File: config.mk
export PLATFORM = sky130hd
export DESIGN_NAME = mem_arbiter
export DESIGN_NICKNAME = d
export VERILOG_FILES = /design/src/rtl/mem_arbiter_pkg.sv /design/src/rtl/mem_arb_pick.sv /design/src/rtl/mem_arbiter.sv
export SDC_FILE = /design/constraint.sdc
export NUM_CORES = 1
export LEC_CHECK = 0
export CORE_AREA = 2 2 113 115
export CTS_CLUSTER_DIAMETER = 50
export DETAILED_ROUTE_END_ITERATION = 10
export DIE_AREA = 0 0 115 117
export SKIP_LAST_GASP = 1
export SYNTH_ARGS = -nofsm -noshare
export SYNTH_HDL_FRONTEND = slang
export SYNTH_SLANG_ARGS = --single-unit
File: constraint.sdc
create_clock -name clk -period 3.35 [get_ports clk]
set_input_delay 0.8375 -clock clk [delete_from_list [all_inputs] [get_ports clk]]
set_output_delay 0.8375 -clock clk [all_outputs]
set_load 0.01 [all_outputs]
File: src/rtl/mem_arbiter_pkg.sv
// Shared constants for the unified-memory arbiter: FSM encoding, memory timing
// and access widths.
package mem_arbiter_pkg;

    localparam logic [1:0] IDLE   = 2'd0;
    localparam logic [1:0] BUSY_I = 2'd1;
    localparam logic [1:0] BUSY_D = 2'd2;

    localparam int MEM_RD_LATENCY = 1;
    localparam int BE_W           = 4;
    localparam int DATA_W         = 32;

    localparam logic [15:0] CNT_MAX = 16'hFFFF;

endpackage

File: src/rtl/mem_arb_pick.sv
// Winner selection between fetch and data: data is preferred unless the
// streak limit has been reached while fetch is waiting.
module mem_arb_pick (
    input  logic iss_i,
    input  logic iss_d,
    input  logic streak_hit,
    output logic grant_i,
    output logic grant_d
);

    always_comb begin
        grant_d = iss_d & (~iss_i | ~streak_hit);
        grant_i = iss_i & (~iss_d | streak_hit);
    end

endmodule

File: src/rtl/mem_arbiter.sv
// Shares one single-port synchronous memory between the instruction-fetch and
// data ports; one access per cycle, result returned the following cycle.
module mem_arbiter
    import mem_arbiter_pkg::*;
#(
    parameter int ADDR_W     = 32,
    parameter int STREAK_MAX = 4
) (
    input  logic              clk,
    input  logic              rst,
    input  logic              i_req,
    input  logic [ADDR_W-1:0] i_addr,
    output logic              i_ready,
    output logic [DATA_W-1:0] i_rdata,
    input  logic              d_req,
    input  logic [BE_W-1:0]   d_wen,
    input  logic [ADDR_W-1:0] d_addr,
    input  logic [DATA_W-1:0] d_wdata,
    output logic              d_ready,
    output logic [DATA_W-1:0] d_rdata,
    output logic              m_en,
    output logic [BE_W-1:0]   m_wen,
    output logic [ADDR_W-1:0] m_addr,
    output logic [DATA_W-1:0] m_wdata,
    input  logic [DATA_W-1:0] m_rdata,
    output logic [15:0]       conflict_cnt,
    output logic [1:0]        dbg_state
);

    localparam logic [3:0] STREAK_LIM = 4'(STREAK_MAX);

    logic [1:0] state;
    logic [1:0] state_nxt;
    logic [3:0] streak;
    logic       iss_i;
    logic       iss_d;
    logic       streak_hit;
    logic       grant_i;
    logic       grant_d;

    // Valid/ready: a port's req stays high and stable until its one-cycle
    // ready pulse; req seen during that pulse belongs to the retiring request.
    assign i_ready = (state == BUSY_I);
    assign d_ready = (state == BUSY_D);
    assign i_rdata = i_ready ? m_rdata : '0;
    assign d_rdata = d_ready ? m_rdata : '0;

    // rst gates issue so the memory stays quiet for the whole reset window.
    assign iss_i      = rst & i_req & ~i_ready;
    assign iss_d      = rst & d_req & ~d_ready;
    assign streak_hit = (streak >= STREAK_LIM);
    assign dbg_state  = state;

    mem_arb_pick u_pick (
        .iss_i      (iss_i),
        .iss_d      (iss_d),
        .streak_hit (streak_hit),
        .grant_i    (grant_i),
        .grant_d    (grant_d)
    );

    always_comb begin
        state_nxt = IDLE;
        m_en      = 1'b0;
        m_wen     = '0;
        m_addr    = '0;
        m_wdata   = '0;
        if (grant_d) begin
            state_nxt = BUSY_D;
            m_en      = 1'b1;
            m_wen     = d_wen;
            m_addr    = d_addr;
            m_wdata   = d_wdata;
        end else if (grant_i) begin
            state_nxt = BUSY_I;
            m_en      = 1'b1;
            m_addr    = i_addr;
        end
    end

    always_ff @(posedge clk or negedge rst) begin
        if (!rst) begin
            state        <= IDLE;
            streak       <= '0;
            conflict_cnt <= '0;
        end else begin
            state <= state_nxt;
            // The streak only measures how long a waiting fetch has been passed over.
            if (grant_i || !i_req) begin
                streak <= '0;
            end else if (grant_d && (streak < STREAK_LIM)) begin
                streak <= streak + 4'd1;
            end
            if (iss_i && iss_d && (conflict_cnt != CNT_MAX)) begin
                conflict_cnt <= conflict_cnt + 16'd1;
            end
        end
    end

endmodule

==> reports/metrics.csv, run 1 <==
metric,value,unit
share of flip-flops with an asynchronous set or reset,1.000,
ys flop type,dfrtp_1,
synthesis-stage register bit count,22,
Util after Layout,0.4396,
share of post-route cells with drive strength above 1,0.1259,
"wirelength, routed",13380,um
placed insts,701,
CTS tree,yes,
syn nets,399,
outcome,"complete, no violations",
number of synthesized flops with an enable pin,0,
H-tree levels,1,
minimum clock period,3.279,ns
Final Cell Area,5413,um2
worst endpoint required time,2.51,ns
Max-cap violations,0,
Hold Fails Final Rpt,0,
CP endpoint kind,output port,
GRT Util Overall,0.1809,
clock sinks,22,
placed cell areas,5305,um2
DR WL/cell,18.73,um
hold crit path type,flip-flop to flip-flop,
GR Overflow Total,0,
die width,115,um
initial core utilization,0.1723,
worst path arrival time,2.44,ns
CTS Buffer Depth,2,
"Avg Cell Area, Syn",8.126,um2
Finished Layout Cells,714,
Mapped Cells,261,
Post-DP HPWL,10720,um
post-route setup TNS,0,ns
Leakage,2.431,nW
Worst Max-Slew Pin Slew,1.090,ns
synth unique cells,36,
antenna violations before repair,0,
Mapped Area,2121,um2
# DRC,0,
worst setup margin,0.07128,ns
fmax,305.0,MHz
hold slack final,0.5038,ns
Clock Root Buffer,clkbuf_16,
Final Max Tran Viols,0,
Crit Path Category,primary input to output port,
PortBufs,288,
vias per cell,4.441,
I/O Pins,289,
# setup viols final,0,
CTS Buf Count,3,
DR pass1 iterations,4,
Worst-path clk slew,0.06,ns
global-route wire length before repair,18530,um
final net count,703,
critical path startpoint,rst,
largest net degree at the start of global routing,35,
Power Dens Cells,242.7,nW/um2
overall die area,13460,um2
chip height,117,um
CP max FO,16,
"Power, Total",1.314,mW
worst slack at placement,-0.4445,ns
worst ir drop on vdd,0.1818,mV
post-route clock period utilization,0.9787,
sequential fraction of the synthesis area,0.2596,
HP Start,conflict_cnt[15]$_DFFE_PN0P_,
worst-skew pair later-pin latency,0.26,ns
Routed Antenna Nets,0,
FF-to-FF Start,conflict_cnt[8]$_DFFE_PN0P_,
clk_skew,0.007132,ns
drt first-iter violations,96,
antenna cells,0,
Max transition margin,0.2664,
vias in the first global route,3170,
Routability Congestion,0.8185,
Syn-to-layout area delta,155.2,%
# rows,41,
Setup crit start kind,primary input,
Synth Warn #,0,
core area,12310,um2
DR vias,3171,
-- power breakdown --
part | internal [mW] | switching, mW | total (mW) | leakage [nW]
combinational | 0.393 | 0.244 | 0.636 | 2.09
sequential | 0.297 | 0.0433 | 0.341 | 0.294
clock | 0.237 | 0.0992 | 0.337 | 0.0511
-- layer usage --
metal / wire length [um] / up-vias / share of wire / global-route usage
li1: - / 1524 / - / -
met1: 5448 / 1459 / 0.41 / 0.2257
met2: 6527 / 180 / 0.49 / 0.3208
met3: 1295 / 8 / 0.097 / 0.05098
met4: 104 / 0 / 0.0078 / 0.02169
met5: 0 / - / 0 / 0
-- synthesized netlist by cell type, types with 3 or more instances --
library cell / n / area share
a21oi_1: 4 / 0.0094
a22o_1: 31 / 0.13
a31oi_1: 3 / 0.0089
and2_1: 100 / 0.29
buf_2: 3 / 0.0071
buf_6: 3 / 0.016
clkbuf_1: 12 / 0.021
dfrtp_1: 22 / 0.26
inv_1: 6 / 0.011
nand2_1: 9 / 0.016
nand3_1: 5 / 0.012
nand4_1: 4 / 0.012
nor2_1: 10 / 0.018
nor3_1: 4 / 0.0094
nor4_1: 4 / 0.012
o21ai_0: 5 / 0.012
xor2_1: 10 / 0.041
-- layout by cell type, fill, tap and decap left out, drive strengths merged, types with 3 or more instances in the layout --
master         instances
clkdlybuf4s50        216
nor2                  10
or4                    3
nor4                   5
a22o                  31
nor3                   4
buf                   31
a31oi                  3
dlygate4sd2           41
clkdlybuf4s15         11
inv                    6
nand3                  5
nand2                  9
xor2                  10
dfrtp                 22
clkbuf                16
and2                 100
and4                   4
nand4                  4
a21oi                  4
o21ai                  5
mux2                   3
-- layout make-up --
type                       count  area (um2)
fill                        1217        6899
clock inverter                 1       30.03
tap                          150       187.7
sequential                    22       550.5
timing repair buffer         314        3034
multi-input combinational    218        1513
inverter                       6       22.52
clock buffer                   3       75.07
-- cells by family after synthesis --
logic type               share of synthesized area
XOR/XNOR                                   0.04130
multiplexers                               0.02537
flip-flops                                  0.2596
buffers and inverters                      0.05486
adder cells (fa/ha/maj)                    0.01180
AO/OA/AOI/OAI                               0.1852
AND/OR/NAND/NOR                             0.4218
-- critical path: stages --
cell and delay [ns]:
dlygate4sd2_1 0.24, nand2_2 0.08, or4_4 0.54, and4_4 0.27
a22o_1 0.19, dlygate4sd2_1 0.28
-- sequential cells by signal (all words and copies together) (netlist names) --
signal	flops
conflict_cnt	16
dbg_state	2
streak	4
-- final timing paths --
check | end | slack (ns) | depth (start not counted)
max | m_addr[18] | 0.07 | 6
max reg2reg | conflict_cnt[11]$_DFFE_PN0P_ | 1.21 | 4
min reg2reg | conflict_cnt[15]$_DFFE_PN0P_ | 0.50 | 1
max in group asynchronous | conflict_cnt[3]$_DFFE_PN0P_ | 2.41 | 2
min in group asynchronous | conflict_cnt[6]$_DFFE_PN0P_ | 0.73 | 2
min | conflict_cnt[15]$_DFFE_PN0P_ | 0.50 | 1
-- what timing repair did --
| item | 4_1_cts | 5_1_grt |
|---|---|---|
| gates cloned | 5 | 0 |
| setup endpoints to repair | 69 | 33 |
| hold buffers | 0 | 0 |
| resized for setup | 106 | 41 |
| endpoints found under the hold margin | 0 | 0 |
| buffers inserted | 5 | 0 |
| pin swaps | 3 | 1 |
Power figures use the tool's default switching activity.
==> run 2, diff against run 1 <==
Settings changed: MAX_ROUTING_LAYER set to met4, SETUP_SLACK_MARGIN set to 0.02.
==> run 2 against run 1 <==
Against the previous run: power up 0.48%; routed wire length down 0.26%; fmax up 0.71%; die area unchanged; worst setup slack improved by 0.023 ns; largest power group unchanged.
==> reports/metrics.csv, run 2 (synthesized netlist as in run 1, its figures left out) <==
metric,value,unit,change
Finished Layout Cells,716,,was 714
I/O Pins,289,,unchanged
outcome,"complete, no violations",,unchanged
P_sw,0.3878,mW,was 0.3863 mW
vias per cell,4.461,,was 4.441
"Most flops, register",conflict_cnt,,unchanged
die width,115,um,unchanged
Clock Root Buffer,clkbuf_16,,unchanged
chip height,117,um,unchanged
global-route wire length before repair,18470,um,was 18530 um
Crit Path Category,primary input to output port,,unchanged
Final Max Tran Viols,0,,unchanged
Leakage,2.450,nW,was 2.431 nW
worst slack at placement,-0.4445,ns,unchanged
worst path arrival time,2.42,ns,was 2.44 ns
worst setup margin,0.09447,ns,was 0.07128 ns
Routed Antenna Nets,0,,unchanged
overall die area,13460,um2,unchanged
Max transition margin,0.2671,,was 0.2664
WP buf/inv,2,,unchanged
# rows,41,,unchanged
Syn-to-layout area delta,156.9,%,was 155.2%
DR pass1 iterations,4,,unchanged
antenna cells,0,,unchanged
clock sinks,22,,unchanged
CP max FO,8,,was 16
DR vias,3194,,was 3171
# DRC,0,,unchanged
Post-DP HPWL,10720,um,unchanged
most frequent cells in the layout,"216 x clkdlybuf4s50_1, 95 x and2_1, 41 x dlygate4sd2_1",,"was 216 x clkdlybuf4s50_1, 96 x and2_1, 41 x dlygate4sd2_1"
CTS Buffer Depth,2,,unchanged
CP max stage cell,or4_4,,unchanged
initial core utilization,0.1723,,unchanged
placed insts,701,,unchanged
Max-cap violations,0,,unchanged
PortBufs,288,,unchanged
minimum clock period,3.256,ns,was 3.279 ns
Power Dens Cells,242.3,nW/um2,was 242.7 nW/um2
H-tree levels,1,,unchanged
unrepaired setup endpoints after global routing,no,,
clk_skew,0.007551,ns,was 0.007132 ns
antenna violations before repair,0,,unchanged
clock network power share,0.255,,was 0.256
worst endpoint required time,2.51,ns,about the same
drt first-iter violations,100,,was 96
largest net degree at the start of global routing,35,,unchanged
"most common cell after layout, fill and taps aside",clkdlybuf4s50_1,,unchanged
max reg flops,16,,unchanged
post-route setup TNS,0,ns,unchanged
Worst R2R Setup Slack,1.23,ns,was 1.21 ns
CP top delay family,simple AND/OR/NAND/NOR gates,,unchanged
CP peak stage delay,0.54,ns,about the same
Hold Fails Final Rpt,0,,unchanged
Routability Congestion,0.8307,,was 0.8185
cell breakdown of the critical path,dlygate4sd2_1 > nand2_2 > or4_4 > and4_4 > a22o_1 > dlygate4sd2_1,,unchanged
share of post-route cells with drive strength above 1,0.1343,,was 0.1259
worst ir drop on vdd,0.1822,mV,was 0.1818 mV
CTS tree,yes,,unchanged
vias in the first global route,3181,,was 3170
Post-CTS Hold Fix Bufs,0,,unchanged
"Power, Total",1.320,mW,was 1.314 mW
Worst-path clk slew,0.06,ns,about the same
core area,12310,um2,unchanged
# setup viols final,0,,unchanged
worst-skew pair later-pin latency,0.26,ns,about the same
Switching Share,0.2938,,was 0.2940
CP endpoint kind,output port,,unchanged
fillers,1220,,was 1217
post-route clock period utilization,0.9718,,was 0.9787
DR WL/cell,18.63,um,was 18.73 um
fmax,307.2,MHz,was 305.0 MHz
GR Overflow Total,0,,unchanged
Combinational Power Share,0.487,,was 0.484
"wirelength, routed",13340,um,was 13380 um
GRT Util Overall,0.1856,,was 0.1809
share of power burned in registers,0.258,,was 0.259
cell with the most instances on the worst path,dlygate4sd2_1,,unchanged
final net count,705,,was 703
Worst Max-Slew Pin Slew,1.089,ns,was 1.090 ns
CTS Buf Count,3,,unchanged
Pint,0.9322,mW,was 0.9274 mW
Setup crit start kind,primary input,,unchanged
hold crit path type,flip-flop to flip-flop,,unchanged
[run 2: cell types whose count changed in the layout (fill, tap and decap cells not counted), sizes merged]
cell           previous run  this run
buf                      31        35
clkdlybuf4s15            11        10
clkbuf                   16        15
[run 2: layout make-up]
type                    count  area (um2)  share of cell area
clock inverters             1       30.03            0.005512
repair buffers            316        3062              0.5620
clock buffers               3       75.07             0.01378
inverters                   6       22.52            0.004134
multi-input cells         218        1520              0.2791
flip-flops and latches     22       550.5              0.1011
well taps                 150       187.7             0.03445
[run 2: power groups by stage]
stage / logic [mW] / registers (mW) / clock network (mW)
2_1_floorplan: 0.190 / 0.352 / 0
3_3_place_gp: 0.648 / 0.343 / 0
3_5_place_dp: 0.649 / 0.346 / 0
4_1_cts: 0.647 / 0.341 / 0.343
5_1_grt: 0.690 / 0.349 / 0.350
6_report: 0.643 / 0.341 / 0.337
[run 2: path summary, 6_finish.rpt]
| path | from | end | cells after the start |
|---|---|---|---|
| min in group asynchronous | rst | conflict_cnt[13]$_DFFE_PN0P_ | 2 |
| min | conflict_cnt[15]$_DFFE_PN0P_ | conflict_cnt[15]$_DFFE_PN0P_ | 1 |
| max reg2reg | conflict_cnt[8]$_DFFE_PN0P_ | conflict_cnt[11]$_DFFE_PN0P_ | 4 |
| max in group asynchronous | rst | conflict_cnt[12]$_DFFE_PN0P_ | 2 |
| min reg2reg | conflict_cnt[15]$_DFFE_PN0P_ | conflict_cnt[15]$_DFFE_PN0P_ | 1 |
| max | rst | m_addr[14] | 6 |
[run 2: through the flow]
stage               area [um2]  hold WS, ns    util
finish                    5448       0.5019  0.4425
global route              5448       0.5179  0.4425
CTS                       5470       0.5035  0.4443
detailed placement        5305       0.4889  0.4309
global placement          5305       0.4876  0.4309
floorplan                 2121       0.4880       -
[run 2: layer usage]
layer	wire length [um]	share of wire	global-route usage
met5	0	0	-
met4	123	0.0092	0.02249
met3	1191	0.089	0.04325
met2	6476	0.49	0.3153
met1	5550	0.42	0.2323
[run 2: timing repair]
action                                  4_1_cts  5_1_grt
setup buffers                                 6        1
gates resized for setup                     109       44
pin swaps                                     4        1
endpoints found under the setup margin       69       40
cloned                                        5        0
